`config.mk`:
```
export PLATFORM = sky130hd
export DESIGN_NAME = cache_miss_sequencer
export DESIGN_NICKNAME = d
export VERILOG_FILES = /design/src/rtl/cache_miss_sequencer.sv
export SDC_FILE = /design/constraint.sdc
export NUM_CORES = 1
export LEC_CHECK = 0
export CORE_ASPECT_RATIO = 1.5
export CORE_MARGIN = 2
export CORE_UTILIZATION = 49
export CTS_CLUSTER_SIZE = 8
export DETAILED_ROUTE_END_ITERATION = 10
export DONT_BUFFER_PORTS = 1
export SLEW_MARGIN = 0
export SYNTH_ARGS = -nofsm -noshare
export SYNTH_HDL_FRONTEND = slang
export SYNTH_SLANG_ARGS = --single-unit
```
`constraint.sdc`:
```
create_clock -name clk -period 2 [get_ports clk]
set_input_delay 0.3 -clock clk [delete_from_list [all_inputs] [get_ports clk]]
set_output_delay 0.3 -clock clk [all_outputs]
set_load 0.01 [all_outputs]
```
`src/rtl/cache_miss_sequencer.sv`:
```
// Miss handler for the two-way data cache: dirty-victim writeback, then line refill, over a
// req/ack RAM port, with saturating miss and writeback statistics.
module cache_miss_sequencer #(
    parameter int unsigned DATA_WIDTH     = 32,
    parameter int unsigned RAM_ADDR_WIDTH = 32,
    parameter int unsigned CNT_WIDTH      = 16
) (
    input  logic                      clk,
    input  logic                      rst_n,
    input  logic                      miss_req,
    input  logic                      wb_needed,
    input  logic [RAM_ADDR_WIDTH-1:0] wb_addr,
    input  logic [DATA_WIDTH-1:0]     wb_data,
    input  logic [RAM_ADDR_WIDTH-1:0] fill_addr,
    output logic                      stall,
    output logic                      ram_req,
    output logic                      ram_we,
    output logic [RAM_ADDR_WIDTH-1:0] ram_addr,
    output logic [DATA_WIDTH-1:0]     ram_wdata,
    input  logic                      ram_ack,
    input  logic [DATA_WIDTH-1:0]     ram_rdata,
    output logic                      fill_valid,
    output logic [DATA_WIDTH-1:0]     fill_data,
    output logic [CNT_WIDTH-1:0]      miss_count,
    output logic [CNT_WIDTH-1:0]      wb_count
);

    typedef enum logic [1:0] {
        StIdle      = 2'd0,
        StWriteback = 2'd1,
        StRefill    = 2'd2,
        StInstall   = 2'd3
    } state_e;

    localparam logic [CNT_WIDTH-1:0] CntMax = '1;

    state_e                    state_q, state_d;
    logic [RAM_ADDR_WIDTH-1:0] wb_addr_q, wb_addr_d;
    logic [RAM_ADDR_WIDTH-1:0] fill_addr_q, fill_addr_d;
    logic [DATA_WIDTH-1:0]     wb_data_q, wb_data_d;
    logic [DATA_WIDTH-1:0]     fill_data_q, fill_data_d;
    logic [CNT_WIDTH-1:0]      miss_count_q, miss_count_d;
    logic [CNT_WIDTH-1:0]      wb_count_q, wb_count_d;

    always_comb begin
        state_d      = state_q;
        wb_addr_d    = wb_addr_q;
        wb_data_d    = wb_data_q;
        fill_addr_d  = fill_addr_q;
        fill_data_d  = fill_data_q;
        miss_count_d = miss_count_q;
        wb_count_d   = wb_count_q;
        case (state_q)
            StIdle: begin
                if (miss_req) begin
                    // Word-align both addresses so ram_addr[1:0] is always zero.
                    wb_addr_d    = {wb_addr[RAM_ADDR_WIDTH-1:2], 2'b00};
                    wb_data_d    = wb_data;
                    fill_addr_d  = {fill_addr[RAM_ADDR_WIDTH-1:2], 2'b00};
                    miss_count_d = (miss_count_q == CntMax) ? miss_count_q
                                                            : miss_count_q + 1'b1;
                    state_d      = wb_needed ? StWriteback : StRefill;
                end
            end
            StWriteback: begin
                if (ram_ack) begin
                    wb_count_d = (wb_count_q == CntMax) ? wb_count_q : wb_count_q + 1'b1;
                    state_d    = StRefill;
                end
            end
            StRefill: begin
                if (ram_ack) begin
                    fill_data_d = ram_rdata;
                    state_d     = StInstall;
                end
            end
            StInstall: state_d = StIdle;
            default:   state_d = StIdle;
        endcase
    end

    always_ff @(posedge clk or negedge rst_n) begin
        if (!rst_n) begin
            state_q      <= StIdle;
            wb_addr_q    <= '0;
            wb_data_q    <= '0;
            fill_addr_q  <= '0;
            fill_data_q  <= '0;
            miss_count_q <= '0;
            wb_count_q   <= '0;
        end else begin
            state_q      <= state_d;
            wb_addr_q    <= wb_addr_d;
            wb_data_q    <= wb_data_d;
            fill_addr_q  <= fill_addr_d;
            fill_data_q  <= fill_data_d;
            miss_count_q <= miss_count_d;
            wb_count_q   <= wb_count_d;
        end
    end

    // Only stall has a combinational input term, so the pipeline freezes in the miss cycle.
    always_comb begin
        stall      = (state_q == StIdle) ? miss_req : 1'b1;
        ram_req    = (state_q == StWriteback) || (state_q == StRefill);
        ram_we     = (state_q == StWriteback);
        ram_addr   = '0;
        ram_wdata  = '0;
        if (state_q == StWriteback) begin
            ram_addr  = wb_addr_q;
            ram_wdata = wb_data_q;
        end else if (state_q == StRefill) begin
            ram_addr  = fill_addr_q;
        end
        fill_valid = (state_q == StInstall);
        fill_data  = fill_data_q;
        miss_count = miss_count_q;
        wb_count   = wb_count_q;
    end

endmodule
```
# After elaboration in Yosys (flattened, before gate mapping)
# Cells that the tools add are included.
[classes] n_addsub=2 muxes=9 n_eq_ne=8 bitwise=2 n_reduce_logical=7
[ops] op="$mux 32" count=3
[ops] op="$add 16x1->16 const B" count=2
[ops] op="$eq 16x16->1 const B" count=2
[ops] op="$reduce_and 3->1" count=3
[ops] op="$mux 2" count=4
[ops] op="$pmux 2 s4" count=1
[ops] op="$eq 2x2->1 const B" count=2
[ops] op="$ne 2x2->1 const B" count=2
[ops] op="$reduce_and 2->1" count=2
[ops] op="$eq 2x1->1 const B" count=1
[ops] op="$logic_not 2->1" count=1
[ops] op="$ne 2x1->1 const B" count=1
[ops] op="$not 1->1" count=2
[ops] op="$logic_or 1x1->1" count=1
[ops] op="$mux 1" count=1
[word_totals] regBits=158 out_inout_bits=132 inputBits=133 wordCells=35

# Depth between registers and ports, before layout
[depth] depth_word=3 depth_mapped=7 depth_no_buf=6

# Worst setup path after synthesis
# OpenSTA, ideal clock, no wires.
[synth_timing] path_type="reg2reg" start="register state_q[0]" end="register fill_addr_q[10]" synth_period_minus_slack_ps=1835 path_stages_with_launch=7 path_slack_ps=165 t_arrival_ps=1711 n_path_buf=2 required_time_ps=1875 setup_ps=125 path_cell_list="dfrtp_1 inv_1 ha_1 nand2_1 clkbuf_1 buf_2 mux2_2"
[synth_via] elab_chain_cells=2
[synth_rtl] item="start, declared" line_no="37" rtl="state_e state_q, state_d;"
[synth_rtl] item="start signal, assigned" line_no="84" rtl="state_q <= StIdle;"
[synth_rtl] item="start signal, assigned" line_no="92" rtl="state_q <= state_d;"
[synth_rtl] item="$logic_not 2->1" line_no="53" rtl="case (state_q)"
[synth_rtl] item="$reduce_and 2->1 (no line)"
[synth_rtl] item="end signal, assigned" line_no="95" rtl="fill_addr_q <= fill_addr_d;"
[synth_rtl] item="end, declared" line_no="39" rtl="logic [RAM_ADDR_WIDTH-1:0] fill_addr_q, fill_addr_d;"
# No other way between the ends.
# A chain may end at the register's enable or synchronous reset.

# Final worst setup path
[layout_timing] start="register state_q[1]" end="output port ram_addr[7]"
[layout_via] elab_chain_cells=3 elab_cells_between_ends=4 classes_between="eq/ne: 2; mux: 2"
[layout_rtl] item="$eq 2x2->1" line_no="112" rtl="end else if (state_q == StRefill) begin"
[layout_rtl] item="$mux 32" line_no="112"
[layout_rtl] item="$mux 32 (*)" line_no="109" rtl="if (state_q == StWriteback) begin"
[layout_rtl] item="end, declared" line_no="18" rtl="output logic [RAM_ADDR_WIDTH-1:0] ram_addr,"
# Every way passes the cells marked *; elsewhere a longest branch is shown, timed or not.

==> results.py <==
metrics = {
    "worst_setup_path": {
        "arrival_ns": 1.75,
        "crit_chain": "buf_6, ha_4, nor2b_4, buf_12, buf_12, a22o_4",
        "r2r-end": "miss_count[15]",
        "reg2reg_depth": 7,
        "cp_max_fo": 8,
        "path_common_cell": "buf_12",
        "r2r_slack_ns": 0.17,
        "worstSetupPathType": "flip-flop to output port",
        "cpMaxStageDelayCell": "dfrtp_1",
        "max_stage_delay_ns": 0.40,
        "critPathBufInv": 3,
        "crit_family": "buffers and inverters",
        "startpoint_type": "flip-flop",
        "cp.required_ns": 1.70,
        "critical_path.endpoint_type": "output port",
        "reg2reg_from": "state_q[1]",
    },
    "yosys": {
        "syn_inst": 497,
        "yosys-top-cells-area": "dfrtp_1 58%, mux2_2 21%, a22o_1 3.9%",
        "ys_seq_area_share_pct": 58.0,
        "syn-cell-area_sq_mm": 0.00682,
        "synth_compound_area_share_pct": 4.81,
        "synth_xor_area_share_pct": 3.60,
        "synth-seq-cells": 158,
        "synth-adder-area-share_pct": 1.28,
        "yosys-top-cells-count": "158 x dfrtp_1, 125 x mux2_2, 33 x and2_1",
        "synth_top_family_by_area": "multiplexers",
        "async_flop_share_pct": 100,
        "avgSynthCellArea_sq_um": 13.7,
        "ys_types": 37,
        "synth_edf_count": 0,
        "yosysWarnings": 0,
        "synth_mux_area_share_pct": 21.2,
        "synth_most_common_cell": "dfrtp_1",
        "synth_area_leader_cell": "dfrtp_1",
        "yosys.area.top_type_share_pct": 58.0,
        "synth_ff_type": "dfrtp_1",
        "synth-simple-area-share_pct": 9.30,
    },
    "clock_tree": {
        "clockRootBuffer": "clkbuf_16",
        "cts_buffers": 17,
        "cts_max_level": 4,
        "clkSlewWorstSetupHoldPaths_ns": 0.07,
        "cts.path.max_buffers": 2,
        "cts_sinks": 158,
        "worstSkewPairLatency_ns": 0.42,
        "cts_tree": "built",
    },
    "floorplanning": {
        "die_y_um": 148,
        "die_w_um": 100,
        "core-area_sq_mm": 0.0135,
        "ios": 265,
        "initial_core_util_pct": 50.4,
        "fp.dieArea_sq_mm": 0.0149,
        "std_cell_rows": 52,
    },
    "global_route": {
        "grt_use_total_pct": 20.0,
        "first_global_vias": 4464,
        "grt_pass1_wl_mm": 23.0,
        "grt_max_degree": 159,
        "antenna_found_initial": 0,
        "overflow": 0,
    },
    "layout": {
        "nets": 663,
        "multi_input_area_sq_mm": 0.00305,
        "areaGrowthSynthToFinish_pct": 20.7,
        "filler_cell_count": 1072,
        "drive_gt1_share_pct": 43.3,
        "seq_area_sq_mm": 0.00396,
        "finalNonFillerCells": 698,
        "diodes": 0,
    },
    "sta": {
        "grt_setup_unrepaired": "true",
        "fin_crit_sh_pct": 102,
        "slew_headroom_pct": 63.4,
        "worst_slack_ns": -0.0450,
        "hold_viol_final": 158,
        "finalMaxSlewViolations": 0,
        "setup_viol": 30,
        "clock_skew_ns": 0.0109,
        "hold_slack_ns": -0.430,
        "min_period_ns": 2.05,
        "clock.fmax_ghz": 0.489,
        "tightest_slew_ns": 0.535,
        "setup_tns_ns": -1.01,
    },
    "routing": {
        "vias": 4029,
        "wl_per_cell_um": 21.0,
        "vias_per_cell": 5.77,
        "wl_mm": 14.7,
        "drt_iter0_markers": 95,
        "final_antenna_net_count": 0,
        "drt-pass1-iter-count": 5,
        "drc": 0,
    },
    "placement": {
        "hpwlAfterDp_mm": 10.1,
        "dp_slack_ns": 0.120,
        "dpl.cell_count": 650,
        "gp_congestion": 0.800,
        "port_buffers": 0,
    },
    "outcome": {
        "violations": "hold timing, setup timing",
        "status": "finished with violations",
    },
    "power_and_ir_drop": {
        "total_power_w": 0.0140,
        "powerDensity_mw_per_mm2": 1700,
        "ir_worst_vdd_uv": 912,
        "p_leak_nw": 3.80,
    },
    "worst_hold_path": {
        "holdCritPathClass": "input port to async pin",
    },
    "job": {
        "max_cap_violations": 0,
    },
}
metal layers:
| layer | share of wire, % | up-vias | global-route usage (%) | wire length [um] |
|---|---|---|---|---|
| met5 | 0 | - | 0 | 0 |
| met4 | 1.7 | 0 | 7.53 | 248 |
| met3 | 8.6 | 16 | 7.85 | 1260 |
| met2 | 53 | 178 | 34.5 | 7730 |
| met1 | 37 | 2015 | 22.0 | 5450 |
| li1 | - | 1820 | - | - |
worst register-to-register path, stage by stage, from the launching register on:
cell and delay, ns:
dfrtp_1 0.40, inv_2 0.09, buf_4 0.13, ha_1 0.27, and4_1 0.26, nand4_1 0.18, nor3_1 0.27, xor2_1 0.16
through the flow:
stage | cell area [sq um] | utilization [%]
detailed placement | 7090 | 52.4
finish | 8230 | 60.8
CTS | 8150 | 60.2
global route | 8230 | 60.8
floorplan | 6820 | -
global placement | 7090 | 52.4
kinds of logic after synthesis:
group,count (synthesis)
compound gates,40
xor+xnor,28
fa+ha+maj,7
buf+inv,30
flops,158
mux,128
other cells,1
simple gates,105
placed cells by master (no fill, tap or decap), drive strengths merged, types with 2 or more instances in the layout:
cell	netlist	final
o21ai	2	2
mux2i	2	2
clkbuf	11	18
and3	3	3
nand4	10	10
mux2	126	126
conb	1	2
bufinv	0	3
dfrtp	158	158
and4	4	4
inv	4	12
xor2	27	27
a22o	30	30
nor3b	2	2
ha	7	7
nor4	7	7
nor3	12	12
nand2	14	14
a31oi	4	4
nor2	10	10
buf	15	31
nand2b	2	2
nand3	6	6
and2	33	33
clkinv	0	3
sequential cells by signal (all words and copies together) (netlist names):
register and cells:
fill_addr_q 30, state_q 2, wb_count 16, fill_data 32, wb_addr_q 30, miss_count 16, wb_data_q 32
power breakdown:
part / total (W) / internal, W / switching, W
logic: 0.00478 / 0.00276 / 0.00201
clock network: 0.00345 / 0.00205 / 0.00139
registers: 0.00577 / 0.00461 / 0.00116
total: 0.0140 / 0.00942 / 0.00457
layout make-up:
type / instances / area share [%]
flip-flops and latches: 158 / 48.1
multi-input cells: 310 / 37.0
repair buffers: 32 / 4.55
inverters: 4 / 0.182
well taps: 162 / 2.46
clock inverters: 14 / 2.39
clock buffers: 18 / 5.34
worst max path at each step:
stage / from / to / depth (start not counted)
detailed placement: state_q[1] / wb_count[15] / 6
global placement: state_q[1] / wb_count[15] / 6
CTS: state_q[0] / ram_addr[27] / 6
floorplan: state_q[0] / fill_addr_q[10] / 6
global route: state_q[1] / ram_addr[31] / 6
finish: state_q[1] / ram_addr[7] / 6
repair_timing:
| action | in CTS | in global routing |
|---|---|---|
| hold endpoints to repair | 158 | 159 |
| resized for setup | 47 | 7 |
| gates cloned | 2 | 0 |
| buffers inserted | 12 | 2 |
| endpoints found under the setup margin | 62 | 51 |
| pin swaps | 3 | 3 |
No activity file was read; power rests on OpenSTA's default activity.
